--- src/rtl/ram256_host_ctrl_if.sv ---
// ram256_host_ctrl_if
//   Host-side request/response channel of the RAM256 host controller.
//   Request:  req_valid/req_ready handshake carrying req_we (byte lanes,
//             4'h0 = read), req_addr (word address) and req_wdata.
//   Response: rsp_valid/rsp_ready handshake carrying rsp_rdata.
//   Modports: master = host / bus adapter side, slave = controller side.
interface ram256_host_ctrl_if;
    logic        req_valid;
    logic        req_ready;
    logic [3:0]  req_we;
    logic [7:0]  req_addr;
    logic [31:0] req_wdata;
    logic        rsp_valid;
    logic        rsp_ready;
    logic [31:0] rsp_rdata;

    modport master (
        output req_valid, req_we, req_addr, req_wdata, rsp_ready,
        input  req_ready, rsp_valid, rsp_rdata
    );

    modport slave (
        input  req_valid, req_we, req_addr, req_wdata, rsp_ready,
        output req_ready, rsp_valid, rsp_rdata
    );
endinterface

--- src/rtl/ram256_host_ctrl.sv ---
// ram256_host_ctrl
//   Initiator-side controller for a single RAM256 macro. Converts host
//   requests into RAM256 port strobes and returns read data on a response
//   channel. Writes complete in the accept cycle (1 per cycle); a read
//   returns rsp_valid two cycles after acceptance and is held until taken.
//
//   Optional clear engine, built only when RAM256_HOST_CTRL_CLR_EN is
//   defined: fills addresses 0..CLR_LAST with CLR_VALUE, one word per cycle.
//   Without the macro clr_start is ignored and clr_busy/clr_done stay 0.
//
// Ports:
//   CLK, RST   clock, synchronous active-high reset
//   host       request/response channel (slave modport)
//   clr_start  clear request pulse (sampled in IDLE only)
//   clr_busy   clear in progress
//   clr_done   one-cycle pulse after the last clear write
//   EN0/WE0/A0/Di0  RAM256 enable, byte write enables, address, write data
//   Do0        RAM256 read data, valid the cycle after a read strobe
module ram256_host_ctrl #(
    parameter logic [31:0] CLR_VALUE = 32'h0000_0000,
    parameter logic [7:0]  CLR_LAST  = 8'd255
) (
    input  logic                 CLK,
    input  logic                 RST,
    ram256_host_ctrl_if.slave    host,
    input  logic                 clr_start,
    output logic                 clr_busy,
    output logic                 clr_done,
    output logic                 EN0,
    output logic [3:0]           WE0,
    output logic [7:0]           A0,
    output logic [31:0]          Di0,
    input  logic [31:0]          Do0
);

    typedef enum logic [1:0] {
        IDLE    = 2'd0,
        RD_WAIT = 2'd1,
        RSP     = 2'd2
`ifdef RAM256_HOST_CTRL_CLR_EN
        ,
        CLR     = 2'd3
`endif
    } state_t;

    state_t      state;
    state_t      state_next;
    logic        accept;
    logic        clr_block;
    logic [31:0] rdata_q;

`ifdef RAM256_HOST_CTRL_CLR_EN
    logic [7:0]  clr_cnt;
    logic        clr_last_hit;
    logic        clr_done_q;

    // clr_start wins over a simultaneous request in IDLE
    assign clr_block    = clr_start;
    assign clr_last_hit = (state == CLR) && (clr_cnt == CLR_LAST);
`else
    logic        clr_unused;

    assign clr_block  = 1'b0;
    assign clr_unused = ^{clr_start, CLR_VALUE, CLR_LAST};
`endif

    assign host.req_ready = (state == IDLE) && !RST && !clr_block;
    assign accept         = host.req_valid && host.req_ready;

    // Gated with RST so a pending response vanishes in the reset cycle itself
    assign host.rsp_valid = (state == RSP) && !RST;
    assign host.rsp_rdata = rdata_q;

    // State register
    always_ff @(posedge CLK) begin
        if (RST) begin
            state <= IDLE;
        end else begin
            state <= state_next;
        end
    end

    // Next-state logic
    always_comb begin
        state_next = state;
        case (state)
            IDLE: begin
`ifdef RAM256_HOST_CTRL_CLR_EN
                if (clr_start) begin
                    state_next = CLR;
                end else
`endif
                if (accept && (host.req_we == 4'h0)) begin
                    state_next = RD_WAIT;
                end
            end
            RD_WAIT: state_next = RSP;
            RSP: begin
                if (host.rsp_ready) begin
                    state_next = IDLE;
                end
            end
`ifdef RAM256_HOST_CTRL_CLR_EN
            CLR: begin
                if (clr_last_hit) begin
                    state_next = IDLE;
                end
            end
`endif
            default: state_next = IDLE;
        endcase
    end

    // RAM port outputs: combinational from the accepted request or clear counter
    always_comb begin
        EN0 = 1'b0;
        WE0 = '0;
        A0  = '0;
        Di0 = '0;
        if (!RST) begin
            case (state)
                IDLE: begin
                    if (accept) begin
                        EN0 = 1'b1;
                        WE0 = host.req_we;
                        A0  = host.req_addr;
                        Di0 = host.req_wdata;
                    end
                end
`ifdef RAM256_HOST_CTRL_CLR_EN
                CLR: begin
                    EN0 = 1'b1;
                    WE0 = '1;
                    A0  = clr_cnt;
                    Di0 = CLR_VALUE;
                end
`endif
                default: ;
            endcase
        end
    end

    // Read data capture: Do0 is valid in RD_WAIT, held through RSP
    always_ff @(posedge CLK) begin
        if (RST) begin
            rdata_q <= '0;
        end else if (state == RD_WAIT) begin
            rdata_q <= Do0;
        end
    end

`ifdef RAM256_HOST_CTRL_CLR_EN
    always_ff @(posedge CLK) begin
        if (RST) begin
            clr_cnt    <= '0;
            clr_done_q <= 1'b0;
        end else begin
            clr_done_q <= clr_last_hit;
            if (clr_last_hit) begin
                clr_cnt <= '0;
            end else if (state == CLR) begin
                clr_cnt <= clr_cnt + 8'd1;
            end
        end
    end

    assign clr_busy = (state == CLR) && !RST;
    assign clr_done = clr_done_q;
`else
    assign clr_busy = 1'b0;
    assign clr_done = 1'b0;
`endif

endmodule

--- src/flat_wrapper.sv ---
// flat-port wrapper written by rule: the top's interface ports become plain ports
module ram256_host_ctrl_flat 
#(
    parameter logic [31:0] CLR_VALUE = 32'h0000_0000,
    parameter logic [7:0]  CLR_LAST  = 8'd255
)
  (CLK, RST, clr_start, clr_busy, clr_done, EN0, WE0, A0, Di0, Do0, host_req_valid, host_req_we, host_req_addr, host_req_wdata, host_rsp_ready, host_req_ready, host_rsp_valid, host_rsp_rdata);
  ram256_host_ctrl_if host_i ();
  input  logic CLK;
  input  logic RST;
  input  logic clr_start;
  output logic clr_busy;
  output logic clr_done;
  output logic EN0;
  output logic [3:0] WE0;
  output logic [7:0] A0;
  output logic [31:0] Di0;
  input  logic [31:0] Do0;
  input wire logic [$bits(host_i.req_valid)-1:0] host_req_valid;
  input wire logic [$bits(host_i.req_we)-1:0] host_req_we;
  input wire logic [$bits(host_i.req_addr)-1:0] host_req_addr;
  input wire logic [$bits(host_i.req_wdata)-1:0] host_req_wdata;
  input wire logic [$bits(host_i.rsp_ready)-1:0] host_rsp_ready;
  output wire logic [$bits(host_i.req_ready)-1:0] host_req_ready;
  output wire logic [$bits(host_i.rsp_valid)-1:0] host_rsp_valid;
  output wire logic [$bits(host_i.rsp_rdata)-1:0] host_rsp_rdata;
  assign host_i.req_valid = host_req_valid;
  assign host_i.req_we = host_req_we;
  assign host_i.req_addr = host_req_addr;
  assign host_i.req_wdata = host_req_wdata;
  assign host_i.rsp_ready = host_rsp_ready;
  assign host_req_ready = host_i.req_ready;
  assign host_rsp_valid = host_i.rsp_valid;
  assign host_rsp_rdata = host_i.rsp_rdata;
  ram256_host_ctrl #(.CLR_VALUE(CLR_VALUE), .CLR_LAST(CLR_LAST)) u_core (.CLK(CLK), .RST(RST), .host(host_i), .clr_start(clr_start), .clr_busy(clr_busy), .clr_done(clr_done), .EN0(EN0), .WE0(WE0), .A0(A0), .Di0(Di0), .Do0(Do0));
endmodule
--- config.mk ---
export PLATFORM = sky130hd
export DESIGN_NAME = ram256_host_ctrl_flat
export DESIGN_NICKNAME = d
export VERILOG_FILES = /design/src/rtl/ram256_host_ctrl_if.sv /design/src/rtl/ram256_host_ctrl.sv /design/src/flat_wrapper.sv
export SDC_FILE = /design/constraint.sdc
export NUM_CORES = 1
export LEC_CHECK = 0
export ABC_AREA = 0
export BUFFER_PORTS_ARGS = -buffer_cell sky130_fd_sc_hd__buf_4
export CAP_MARGIN = 10
export CORE_ASPECT_RATIO = 1.25
export CORE_UTILIZATION = 38
export DETAILED_ROUTE_END_ITERATION = 8
export GPL_TIMING_DRIVEN = 1
export PLACE_DENSITY_LB_ADDON = 0.1
export SKIP_CTS_REPAIR_TIMING = 1
export SLEW_MARGIN = 40
export SYNTH_ARGS = -nofsm -noshare
export SYNTH_HDL_FRONTEND = slang
export SYNTH_SLANG_ARGS = --single-unit
export TNS_END_PERCENT = 100
--- constraint.sdc ---
create_clock -name CLK -period 1.5 [get_ports CLK]
set_input_delay 0.15 -clock CLK [delete_from_list [all_inputs] [get_ports CLK]]
set_output_delay 0.15 -clock CLK [all_outputs]
set_load 0.03 [all_outputs]
==> results.yml <==
synthesis:
  synth-compound-area-share_pct: 9.09
  synth_area_sq_um: 1870
  synth_top_family_by_area: "simple AND/OR/NAND/NOR gates"
  synthSimpleGateAreaFrac_pct: 48.0
  synthXorXnorAreaFrac_pct: 0
  yosys_warnings: 0
  synth_cell_type_count: 17
  ys_ff_latch: 34
  synthMuxAreaShare_pct: 0
  synth_fa_ha_area_share_pct: 0
  yosysSeqAreaShare_pct: 36.4
  synth.avg_cell_area_sq_um: 9.04
  syn_inst: 207
placement:
  dpl.cell_count: 409
  routabilityCongestion: 0.737
  hpwl_microns: 4090
  numPortBuffers: 158
setup_path:
  path_buf_inv: 3
  cp.depth: 5
  critPathArrivalTime_ps: 1510
  max_stage_delay_ps: 350
  cp_data_required_time_ps: 1350
  cp-start-kind: "flip-flop"
  end_kind: "output pin"
  cp_slowest_cell: "dfxtp_2"
  worstSetupEndpoint: "Di0[14]"
  rr_worst_depth: 4
  crit_fanout: 11
  critPathKind: "reg2out"
  regToRegStartpoint: "u_core.state[1]"
  path_cells: "nor4b_4 > buf_6 > clkbuf_16 > and2_1 > buf_6"
  r2r_end: "u_core.state[1]"
  crit_path_frequent_cell: "buf_6"
  critical-path-top-delay-family: "buffers and inverters"
  setup.worst_path.start: "u_core.state[0]"
  reg2reg_slack_ps: 210
sta:
  fin_skew_ps: 1.42
  maxSlewViolCount: 0
  finalSetupViolations: 45
  rsz0062_at_grt: "yes"
  maxClockFrequency_ghz: 0.601
  finalCritPeriodShare_pct: 111
  period_needed_ps: 1660
  hold_violations: 0
  setup_ws_ps: -163
  tns_ps: -6290
layout:
  nNetsFinal: 441
  multiInputGateArea_sq_um: 1120
  diodes: 0
  seqCellArea_sq_um: 682
  fill_cells: 400
  instances_no_fill: 421
  drive_gt1_share_pct: 54.8
  final_common_cell: "buf_4"
  final_cell_mix: "buf_4 (126), buf_6 (39), dfxtp_1 (33), nand2b_1 (32), o21ai_0 (32)"
  area_growth_pct: 83.8
  utilization_pct: 72.7
drt:
  routed.top_layer: "met4"
  drc: 0
  met1_length_microns: 2480
  drt_wl_total_microns: 6150
  routed_via_density: 4.93
  num_vias: 2076
  routedWlPerCell_microns: 14.6
  antenna_left: 0
  wl_met3_microns: 502
  first_pass_iters: 4
  drtIter0Drc: 128
  wl_met2_microns: 3090
clocking:
  cts-root-buf: "clkbuf_8"
  clockBufferDepth: 2
  tritoncts: "built"
  htreeDepth: 2
  clkTransAtPathRegs_ps: 70
  cts_buffers: 5
  clkSinkCount: 34
  insertion_delay_ps: 280
pwr:
  power.density_nw_per_um2: 627
  peakVddDrop_mv: 0.388
  power.internal_mw: 1.59
  pwr-share-clk_pct: 31.5
  swShare_pct: 26.0
  comb_power_share_pct: 26.1
  leakage_nw: 1.56
  p_sw_uw: 561
  p_seq_share_pct: 42.4
floorplanning:
  die_x_microns: 64.8
  die_area_sq_um: 5210
  die-height_microns: 80.5
  io_pins: 162
  start_util_pct: 39.6
  coreArea_sq_um: 4730
  std_cell_rows: 28
global_route:
  grt_pass1_wl_microns: 8430
  grt_max_degree: 47
  grt_pass1_vias: 1854
  overflow: 0
  globalRouteTotalUtil_pct: 20.8
  antenna_found_initial: 0
outcome:
  violations: "negative setup slack"
  status: "finished with violations"
flow_run:
  drv_cap: 0
hold_path:
  min_path_cells: 3
  hold_class: "in2reg"
[state kept, by name, indices dropped and copies added (netlist names)]
name,flops
u_core.state,2
u_core.host.rsp_rdata,32
[per-stage QoR]
stage                     total power, mW  cell area [sq um]  hold slack (ps)  setup WS (ps)
after floorplan                      1.17               1890              319           5.06
after global placement               1.42               3110              408            163
after detailed placement             1.43               3110              421            154
after CTS                            2.10               3200              128           -152
after global routing                 2.25               3440              142           -227
final                                2.16               3440              132           -163
[layer usage]
metal | up-vias | track usage (%)
met4 | 0 | 6.67
met3 | 7 | 5.54
met2 | 101 | 35.3
met5 | - | 0
met1 | 958 | 25.0
li1 | 1010 | -
[worst reg2reg max path: stages (launching register included)]
cell     delay, ps
dfxtp_1        370
buf_4          330
nor2b_2         90
buf_4          190
o21ba_2        210
[cell families (layout without fill, tap and decap cells)]
group                  count (synthesis)  in the layout
flip-flops                            34             34
AO/OA/AOI/OAI                         33             33
other                                  1              2
AND/OR/NAND/NOR                      115            115
buffers and inverters                 24            177
[synthesized netlist by cell type, drive strengths merged]
master | number | area [sq um]
and2 | 45 | 282
dfxtp | 34 | 681
nand2b | 32 | 200
o21ai | 32 | 160
clkbuf | 19 | 77.6
nand4bb | 18 | 203
or4bb | 14 | 158
buf | 5 | 41.3
nor3b | 2 | 15.0
conb | 1 | 3.75
nor2b | 1 | 6.26
nor3 | 1 | 5.00
nor4 | 1 | 6.26
nor4b | 1 | 23.8
o21ba | 1 | 10.0
[area by class of cell]
type | count | share of cell area, %
Clock buffer | 7 | 2.51
Clock inverter | 1 | 0.146
Multi-Input combinational cell | 150 | 32.4
Sequential cell | 34 | 19.8
Tap cell | 60 | 2.18
Timing Repair Buffer | 169 | 42.9
[power by group through the flow]
stage / logic (mW) / registers (mW) / clock network, mW
5_1_grt: 0.593 / 0.913 / 0.742
2_1_floorplan: 0.224 / 0.945 / 0
3_5_place_dp: 0.492 / 0.934 / 0
3_3_place_gp: 0.489 / 0.933 / 0
6_report: 0.563 / 0.913 / 0.679
4_1_cts: 0.494 / 0.913 / 0.697
[worst min-delay path by stage]
stage	startpoint	end	slack, ps
global route	Do0[7]	u_core.host.rsp_rdata[7]	140
detailed placement	Do0[7]	u_core.host.rsp_rdata[7]	420
global placement	Do0[5]	u_core.host.rsp_rdata[5]	410
CTS	Do0[7]	u_core.host.rsp_rdata[7]	130
floorplan	Do0[1]	u_core.host.rsp_rdata[1]	320
finish	Do0[1]	u_core.host.rsp_rdata[1]	130
(Power assumes the default switching activity.)
